===== src/rtl/jtag_tap_ctrl.sv =====
// IEEE 1149.1 TAP controller: 16-state FSM stepped by TMS on rising TCK.
// Decodes the registered state into capture/shift/update strobes.
module jtag_tap_ctrl (
   input  logic       i_tclk,
   input  logic       i_trst_n,
   input  logic       i_tms,
   output logic [3:0] o_state,
   output logic       o_stateIsTestLogicReset,
   output logic       o_stateIsRunTestIdle,
   output logic       o_stateIsCaptureDr,
   output logic       o_stateIsCaptureIr,
   output logic       o_stateIsShiftDr,
   output logic       o_stateIsShiftIr,
   output logic       o_stateIsUpdateDr,
   output logic       o_stateIsUpdateIr,
   output logic       o_selectIr,
   output logic       o_tdoEnable
);

   typedef enum logic [3:0] {
      S_EXIT2_DR   = 4'h0,
      S_EXIT1_DR   = 4'h1,
      S_SHIFT_DR   = 4'h2,
      S_PAUSE_DR   = 4'h3,
      S_SELECT_IR  = 4'h4,
      S_UPDATE_DR  = 4'h5,
      S_CAPTURE_DR = 4'h6,
      S_SELECT_DR  = 4'h7,
      S_EXIT2_IR   = 4'h8,
      S_EXIT1_IR   = 4'h9,
      S_SHIFT_IR   = 4'hA,
      S_PAUSE_IR   = 4'hB,
      S_RTI        = 4'hC,
      S_UPDATE_IR  = 4'hD,
      S_CAPTURE_IR = 4'hE,
      S_TLR        = 4'hF
   } state_t;

   state_t r_state;
   state_t w_next;

   always_ff @(posedge i_tclk) begin
      if (!i_trst_n) r_state <= S_TLR;
      else           r_state <= w_next;
   end

   always_comb begin
      w_next = S_TLR;
      case (r_state)
         S_TLR:        w_next = i_tms ? S_TLR       : S_RTI;
         S_RTI:        w_next = i_tms ? S_SELECT_DR : S_RTI;
         S_SELECT_DR:  w_next = i_tms ? S_SELECT_IR : S_CAPTURE_DR;
         S_CAPTURE_DR: w_next = i_tms ? S_EXIT1_DR  : S_SHIFT_DR;
         S_SHIFT_DR:   w_next = i_tms ? S_EXIT1_DR  : S_SHIFT_DR;
         S_EXIT1_DR:   w_next = i_tms ? S_UPDATE_DR : S_PAUSE_DR;
         S_PAUSE_DR:   w_next = i_tms ? S_EXIT2_DR  : S_PAUSE_DR;
         S_EXIT2_DR:   w_next = i_tms ? S_UPDATE_DR : S_SHIFT_DR;
         S_UPDATE_DR:  w_next = i_tms ? S_SELECT_DR : S_RTI;
         S_SELECT_IR:  w_next = i_tms ? S_TLR       : S_CAPTURE_IR;
         S_CAPTURE_IR: w_next = i_tms ? S_EXIT1_IR  : S_SHIFT_IR;
         S_SHIFT_IR:   w_next = i_tms ? S_EXIT1_IR  : S_SHIFT_IR;
         S_EXIT1_IR:   w_next = i_tms ? S_UPDATE_IR : S_PAUSE_IR;
         S_PAUSE_IR:   w_next = i_tms ? S_EXIT2_IR  : S_PAUSE_IR;
         S_EXIT2_IR:   w_next = i_tms ? S_UPDATE_IR : S_SHIFT_IR;
         S_UPDATE_IR:  w_next = i_tms ? S_SELECT_DR : S_RTI;
         default:      w_next = S_TLR;
      endcase
   end

   // Pure decodes of the state register; no TMS term reaches an output.
   assign o_state                 = r_state;
   assign o_stateIsTestLogicReset = (r_state == S_TLR);
   assign o_stateIsRunTestIdle    = (r_state == S_RTI);
   assign o_stateIsCaptureDr      = (r_state == S_CAPTURE_DR);
   assign o_stateIsCaptureIr      = (r_state == S_CAPTURE_IR);
   assign o_stateIsShiftDr        = (r_state == S_SHIFT_DR);
   assign o_stateIsShiftIr        = (r_state == S_SHIFT_IR);
   assign o_stateIsUpdateDr       = (r_state == S_UPDATE_DR);
   assign o_stateIsUpdateIr       = (r_state == S_UPDATE_IR);
   assign o_tdoEnable             = o_stateIsShiftDr | o_stateIsShiftIr;

   // IR column codes all have bit 3 set except Select-IR (4) and the
   // two non-IR states TLR (F) and RTI (C) that also have bit 3 set.
   assign o_selectIr = (r_state == S_SELECT_IR) |
                       (r_state[3] &
                        (r_state != S_TLR) &
                        (r_state != S_RTI));

endmodule

===== config.mk =====
export PLATFORM = sky130hd
export DESIGN_NAME = jtag_tap_ctrl
export DESIGN_NICKNAME = d
export VERILOG_FILES = /design/src/rtl/jtag_tap_ctrl.sv
export SDC_FILE = /design/constraint.sdc
export NUM_CORES = 1
export LEC_CHECK = 0
export ABC_AREA = 1
export ABC_CLOCK_PERIOD_IN_PS = 1100
export CORE_AREA = 4 4 41 43
export DETAILED_ROUTE_END_ITERATION = 12
export DIE_AREA = 0 0 45 47
export SETUP_SLACK_MARGIN = 0.15
export SKIP_CTS_REPAIR_TIMING = 1
export SLEW_MARGIN = 20
export SYNTH_ARGS = -nofsm -noshare
export SYNTH_HDL_FRONTEND = slang
export SYNTH_SLANG_ARGS = --single-unit

===== constraint.sdc =====
create_clock -name i_tclk -period 1.1 [get_ports i_tclk]
set_clock_uncertainty 0.2 [all_clocks]
set_input_delay 0.22 -clock i_tclk [delete_from_list [all_inputs] [get_ports i_tclk]]
set_output_delay 0.22 -clock i_tclk [all_outputs]
set_load 0.02 [all_outputs]

==> results of run 1 <==
[critical path, stage by stage, from the launching register on]
cell,delay [ns]
dfxtp_4,0.36
inv_4,0.05
nand2_8,0.06
a21oi_2,0.05
a21oi_2,0.17
o21ai_4,0.08
buf_6,0.13
[cell families (layout without fill, tap and decap cells)]
family,after synthesis,in the layout,share of synthesized area
AND/OR/NAND/NOR,31,31,0.506
AO/OA/AOI/OAI,9,9,0.148
buffers and inverters,8,46,0.0973
flip-flops,4,4,0.249
[cells in the mapped netlist]
| library cell | count | area, µm² |
|---|---|---|
| inv_1 | 5 | 18.8 |
| a21oi_1 | 4 | 20.0 |
| nor2_4 | 2 | 22.5 |
| nor2_1 | 7 | 26.3 |
| nand2_1 | 6 | 22.5 |
| o21ai_1 | 2 | 10.0 |
| nor2_2 | 1 | 6.26 |
| nand4_1 | 1 | 6.26 |
| o21ai_0 | 2 | 10.0 |
| dfxtp_1 | 4 | 80.1 |
| nand3_2 | 1 | 10.0 |
| inv_2 | 2 | 7.51 |
| nand2_2 | 3 | 18.8 |
| o211ai_1 | 1 | 7.51 |
| nor3_1 | 3 | 15.0 |
| nand3_1 | 7 | 35.0 |
| clkbuf_2 | 1 | 5.00 |
[routing by layer]
layer | up-vias | global-route usage | part of all wire
met5 | - | 0 | 0
li1 | 254 | - | -
met3 | 2 | 0.0345 | 0.063
met2 | 15 | 0.243 | 0.56
met4 | 0 | 0.0351 | 0.011
met1 | 230 | 0.130 | 0.37
[layout make-up]
cell class	count	area (µm²)
Clock buffer	3	22.5
Timing Repair Buffer	36	324
Sequential cell	4	95.1
Fill cell	122	465
Inverter	7	33.8
Multi-Input combinational cell	40	342
Tap cell	15	18.8
[power groups by stage]
| stage | Clock (mW) | Combinational (mW) | Sequential (mW) |
|---|---|---|---|
| after floorplan | 0 | 0.915 | 0.423 |
| after global placement | 0 | 1.71 | 0.354 |
| after detailed placement | 0 | 1.71 | 0.360 |
| after CTS | 0.183 | 1.73 | 0.358 |
| after global routing | 0.199 | 1.98 | 0.386 |
| final | 0.186 | 1.86 | 0.372 |
[worst max-delay path by stage]
stage	end	from	slack, ns
2_1_floorplan	o_selectIr	o_state[1]$_SDFF_PN1_	-0.24
3_3_place_gp	o_selectIr	o_state[0]$_SDFF_PN1_	-0.65
3_5_place_dp	o_selectIr	o_state[0]$_SDFF_PN1_	-0.67
4_1_cts	o_selectIr	o_state[0]$_SDFF_PN1_	-0.92
5_1_grt	o_selectIr	o_state[0]$_SDFF_PN1_	-0.48
6_report	o_selectIr	o_state[0]$_SDFF_PN1_	-0.47
[stage by stage]
step | power [mW] | instances | setup TNS (ns)
global route | 2.56 | 105 | -6.49
finish | 2.42 | 105 | -5.82
global placement | 2.06 | 100 | -9.12
detailed placement | 2.07 | 100 | -9.25
CTS | 2.27 | 103 | -12.64
floorplan | 1.34 | 52 | -2.24
==> impl_metrics.toml, run 1 <==
[outcome]
status = "finished with violations"
violations = "negative setup slack"

[route]
initialDrtViolationCount = 6
wire_per_inst_um = 11.7
via_per_inst = 4.77
drt_pass1_iterations = 4
vias = 501
drc_errors = 0
wl_um = 1230
antenna_left = 0

[finish]
final_common_cell = "buf_4"
largest_reg_flops = 4
final_core_util = 0.642
area_growth_pct = 160
nets = 95
drive_gt1_frac = 0.789
n_antenna_cell = 0
final_cell_area_um2 = 836
most-common-layout-cells = "buf_4, buf_6, nor2_4"

[sta]
min_period_ns = 1.57
post-route-period-util = 1.43
setup_viol = 18
slew_viol_final = 0
clock.fmax_mhz = 637
hold_viol = 0
holdWs_ns = 0.445
worstMarginPinSlew_ns = 0.202
relSlewSlack = 0.865
rsz0062_at_grt = "yes"
fin_ws_ns = -0.469

[place]
gp_congestion = 0.819
numPortBuffers = 16
post-place-ws_ns = -0.667
dp_hpwl_um = 955
placed_area_um2 = 756

[critical_path]
start_kind = "register"
cp.arrival_ns = 1.15
crit_path_end_kind = "output pin"
rr_startpoint = "o_state[1]$_SDFF_PN1_"
critical_path_peak_fanout = 4
r2r_end = "o_state[0]$_SDFF_PN1_"
critical_path_class = "reg -> out"
worstPathRequired_ns = 0.68
r2r_cells = 6
reg2reg_slack_ns = -0.21

[cts]
cts_buffer_depth = 2
clock_sinks = 4
path_clk_slew_ns = 0.04
insertion_delay_ns = 0.24
cts_buffers = 3
h-tree-depth = 1
cts_root_buf = "clkbuf_4"
cts_tree = "built"

[worst_hold_path]
min_path_type = "reg -> reg"
holdCritStartpoint = "o_state[2]$_SDFF_PN1_"
min_path_cells = 3
min_to = "o_state[0]$_SDFF_PN1_"

[floorplan]
core-area_um2 = 1300
rows = 13
die_y_um = 47
die_area_um2 = 2120
die_w_um = 45
num_io_pins = 17
initial_core_util = 0.247

[synth]
synth-seq-cells = 4
ys_seq_area_frac = 0.249
syn_inst = 52
synth_area_per_cell_um2 = 6.18
synth.distinct_cells = 17
netlist_area_um2 = 322
synth_nets = 55
yosys_warnings = 0

[global_route]
grt_antenna_before_repair = 0
grt_pass1_vias = 496
grt_max_degree = 7
grt_usage = 0.125
grt_pass1_wl_um = 1930
gr-total-overflow = 0

[power]
clockPowerShare = 0.077
p_per_area_nw_per_um2 = 2890
max-vdd-ir-drop_mv = 1.62
switching_share = 0.480
p_int_mw = 1.26
pwr-share-seq = 0.154
p_switching_mw = 1.16
combPwrFrac = 0.769
leakage_nw = 0.368

[job]
maxCapViolCount = 0
(Power assumes the default switching activity.)
==> run 2: changes to the inputs <==
--- a/config.mk
+++ b/config.mk
@@ -10,6 +10,7 @@
 export CORE_AREA = 4 4 41 43
 export DETAILED_ROUTE_END_ITERATION = 12
 export DIE_AREA = 0 0 45 47
+export GPL_TIMING_DRIVEN = 0
 export SETUP_SLACK_MARGIN = 0.15
 export SKIP_CTS_REPAIR_TIMING = 1
 export SLEW_MARGIN = 20
==> run 2 against run 1 <==
Net effect:
- the flow still finishes with violations (negative setup slack)
- clock power down 6%
- cell area down 1.3%
- worst hold slack worse by 0.26 ns
- sequential power down 2%
- first-iteration DRC count down 83%
- sequential share of layout area up 0.16 points
- combinational power about the same
- wire length down 14%
- cell count down 4.8%
- highest routed layer is now met3
==> impl_metrics.toml, run 2 (synthesized netlist as in run 1, its figures left out) <==
[sta]
relSlewSlack = 0.836
hold_viol = 0
post-route-period-util = 1.49
clock.fmax_mhz = 608
slew_viol_final = 0
holdWs_ns = 0.190
min_period_ns = 1.64
worstMarginPinSlew_ns = 0.245
setup_viol = 18
rsz0062_at_grt = "yes"
fin_ws_ns = -0.544

[global_route]
grt_usage = 0.103
grt_pass1_vias = 359
grt_max_degree = 9
grt_antenna_before_repair = 0
gr-total-overflow = 0
grt_pass1_wl_um = 1540

[finish]
area_growth_pct = 156
most-common-layout-cells = "buf_4, buf_6, nor2_4"
final_common_cell = "buf_4"
n_antenna_cell = 0
fillers = 117
largest_reg_flops = 4
nets = 90
seq_area_um2 = 95.1
multi_input_area_um2 = 355
drive_gt1_frac = 0.788

[critical_path]
critical_path_peak_fanout = 7
r2r_cells = 6
cp_slowest_cell = "dfxtp_4"
cp.arrival_ns = 1.22
reg2reg_slack_ns = -0.19
critical_path_class = "reg -> out"
r2r_end = "o_state[3]$_SDFF_PN1_"
slowest_delay_ns = 0.34
rr_startpoint = "o_state[1]$_SDFF_PN1_"
crit_path_end_kind = "output pin"
endpoint = "o_selectIr"
cp_cell_sequence = "clkbuf_16 > nand2_8 > a21oi_4 > a21oi_4 > o21ai_4 > buf_6"
worstPathRequired_ns = 0.68
cp-startpoint = "o_state[1]$_SDFF_PN1_"
worst_path_most_repeated_cell = "a21oi_4"
start_kind = "register"

[cts]
clock_sinks = 4
cts_buffers = 3
h-tree-depth = 1
path_clk_slew_ns = 0.03
insertion_delay_ns = 0.23
cts_buffer_depth = 2
cts_tree = "built"
cts_root_buf = "clkbuf_4"

[place]
post-place-ws_ns = -0.794
gp_congestion = 0.814
dp_hpwl_um = 735
numPortBuffers = 16

[floorplan]
rows = 13
core-area_um2 = 1300
die_w_um = 45
die_area_um2 = 2120
initial_core_util = 0.247
die_y_um = 47
num_io_pins = 17

[power]
max-vdd-ir-drop_mv = 1.49
p_per_area_nw_per_um2 = 2920
leakage_nw = 0.360

[route]
via_per_inst = 4.71
initialDrtViolationCount = 1
drt_pass1_iterations = 2
drc_errors = 0
wl_um = 1050
wire_per_inst_um = 10.5
vias = 471
antenna_left = 0

[worst_hold_path]
min_path_type = "in -> reg"
holdCritStartpoint = "i_tms"

[job]
maxCapViolCount = 0

[outcome]
violations = "negative setup slack"
status = "finished with violations"
[run 2: changes by cell type in the layout (fill, tap and decap cells not counted), sizes merged]
cell | before | now
clkdlybuf4s50 | 2 | 1
buf | 32 | 28
clkbuf | 5 | 4
dlymetal6s2s | 0 | 1
[run 2: power breakdown]
| group | switching, mW | internal (mW) | total (mW) |
|---|---|---|---|
| sequential | 0.128 | 0.237 | 0.365 |
| combinational | 0.979 | 0.892 | 1.87 |
| clock | 0.0525 | 0.121 | 0.174 |
[run 2: routing by layer]
metal,track usage,vias to the layer above,wire length (µm)
li1,-,240,-
met1,0.132,215,484
met5,0,-,0
met2,0.144,16,473
met4,0.0175,0,0
met3,0.0690,0,96
[run 2: layout make-up]
cell class / count / area share
clock buffer: 3 / 0.0273
inverter: 7 / 0.0410
timing repair buffer: 30 / 0.332
sequential: 4 / 0.115
multi-input combinational: 40 / 0.431
buffer: 1 / 0.0303
tap: 15 / 0.0228
[run 2: worst max-delay path, delay by kind of cell, from the launching register on]
kind | cells | cell delay [ns]
compound gates | 3 | 0.27
buf+inv | 2 | 0.29
flops | 1 | 0.34
simple gates | 1 | 0.09
[run 2: metrics by stage]
stage               setup TNS, ns  utilization  total power, mW  cells  area (µm²)
floorplan                   -2.24            -             1.34     52         454
global placement            -9.30        0.487             1.77     83         633
detailed placement          -9.30        0.487             1.77     83         633
CTS                        -12.12        0.504             1.96     86         656
global route                -6.63        0.634             2.57    100         825
finish                      -5.64        0.634             2.41    100         825
[run 2: worst min-delay path by stage]
stage	to	depth (start not counted)
final	o_state[1]$_SDFF_PN1_	3
after global routing	o_state[1]$_SDFF_PN1_	3
after CTS	o_state[1]$_SDFF_PN1_	4
after detailed placement	o_state[0]$_SDFF_PN1_	2
after global placement	o_state[0]$_SDFF_PN1_	2
after floorplan	o_state[1]$_SDFF_PN1_	2
==> run 3: changes to the inputs <==
--- a/config.mk
+++ b/config.mk
@@ -11,6 +11,7 @@
 export DETAILED_ROUTE_END_ITERATION = 12
 export DIE_AREA = 0 0 45 47
 export GPL_TIMING_DRIVEN = 0
+export HOLD_SLACK_MARGIN = 0.08
 export SETUP_SLACK_MARGIN = 0.15
 export SKIP_CTS_REPAIR_TIMING = 1
 export SLEW_MARGIN = 20
==> results of run 3 <==
Final layout, timing and power as in run 2 (identical DEF).
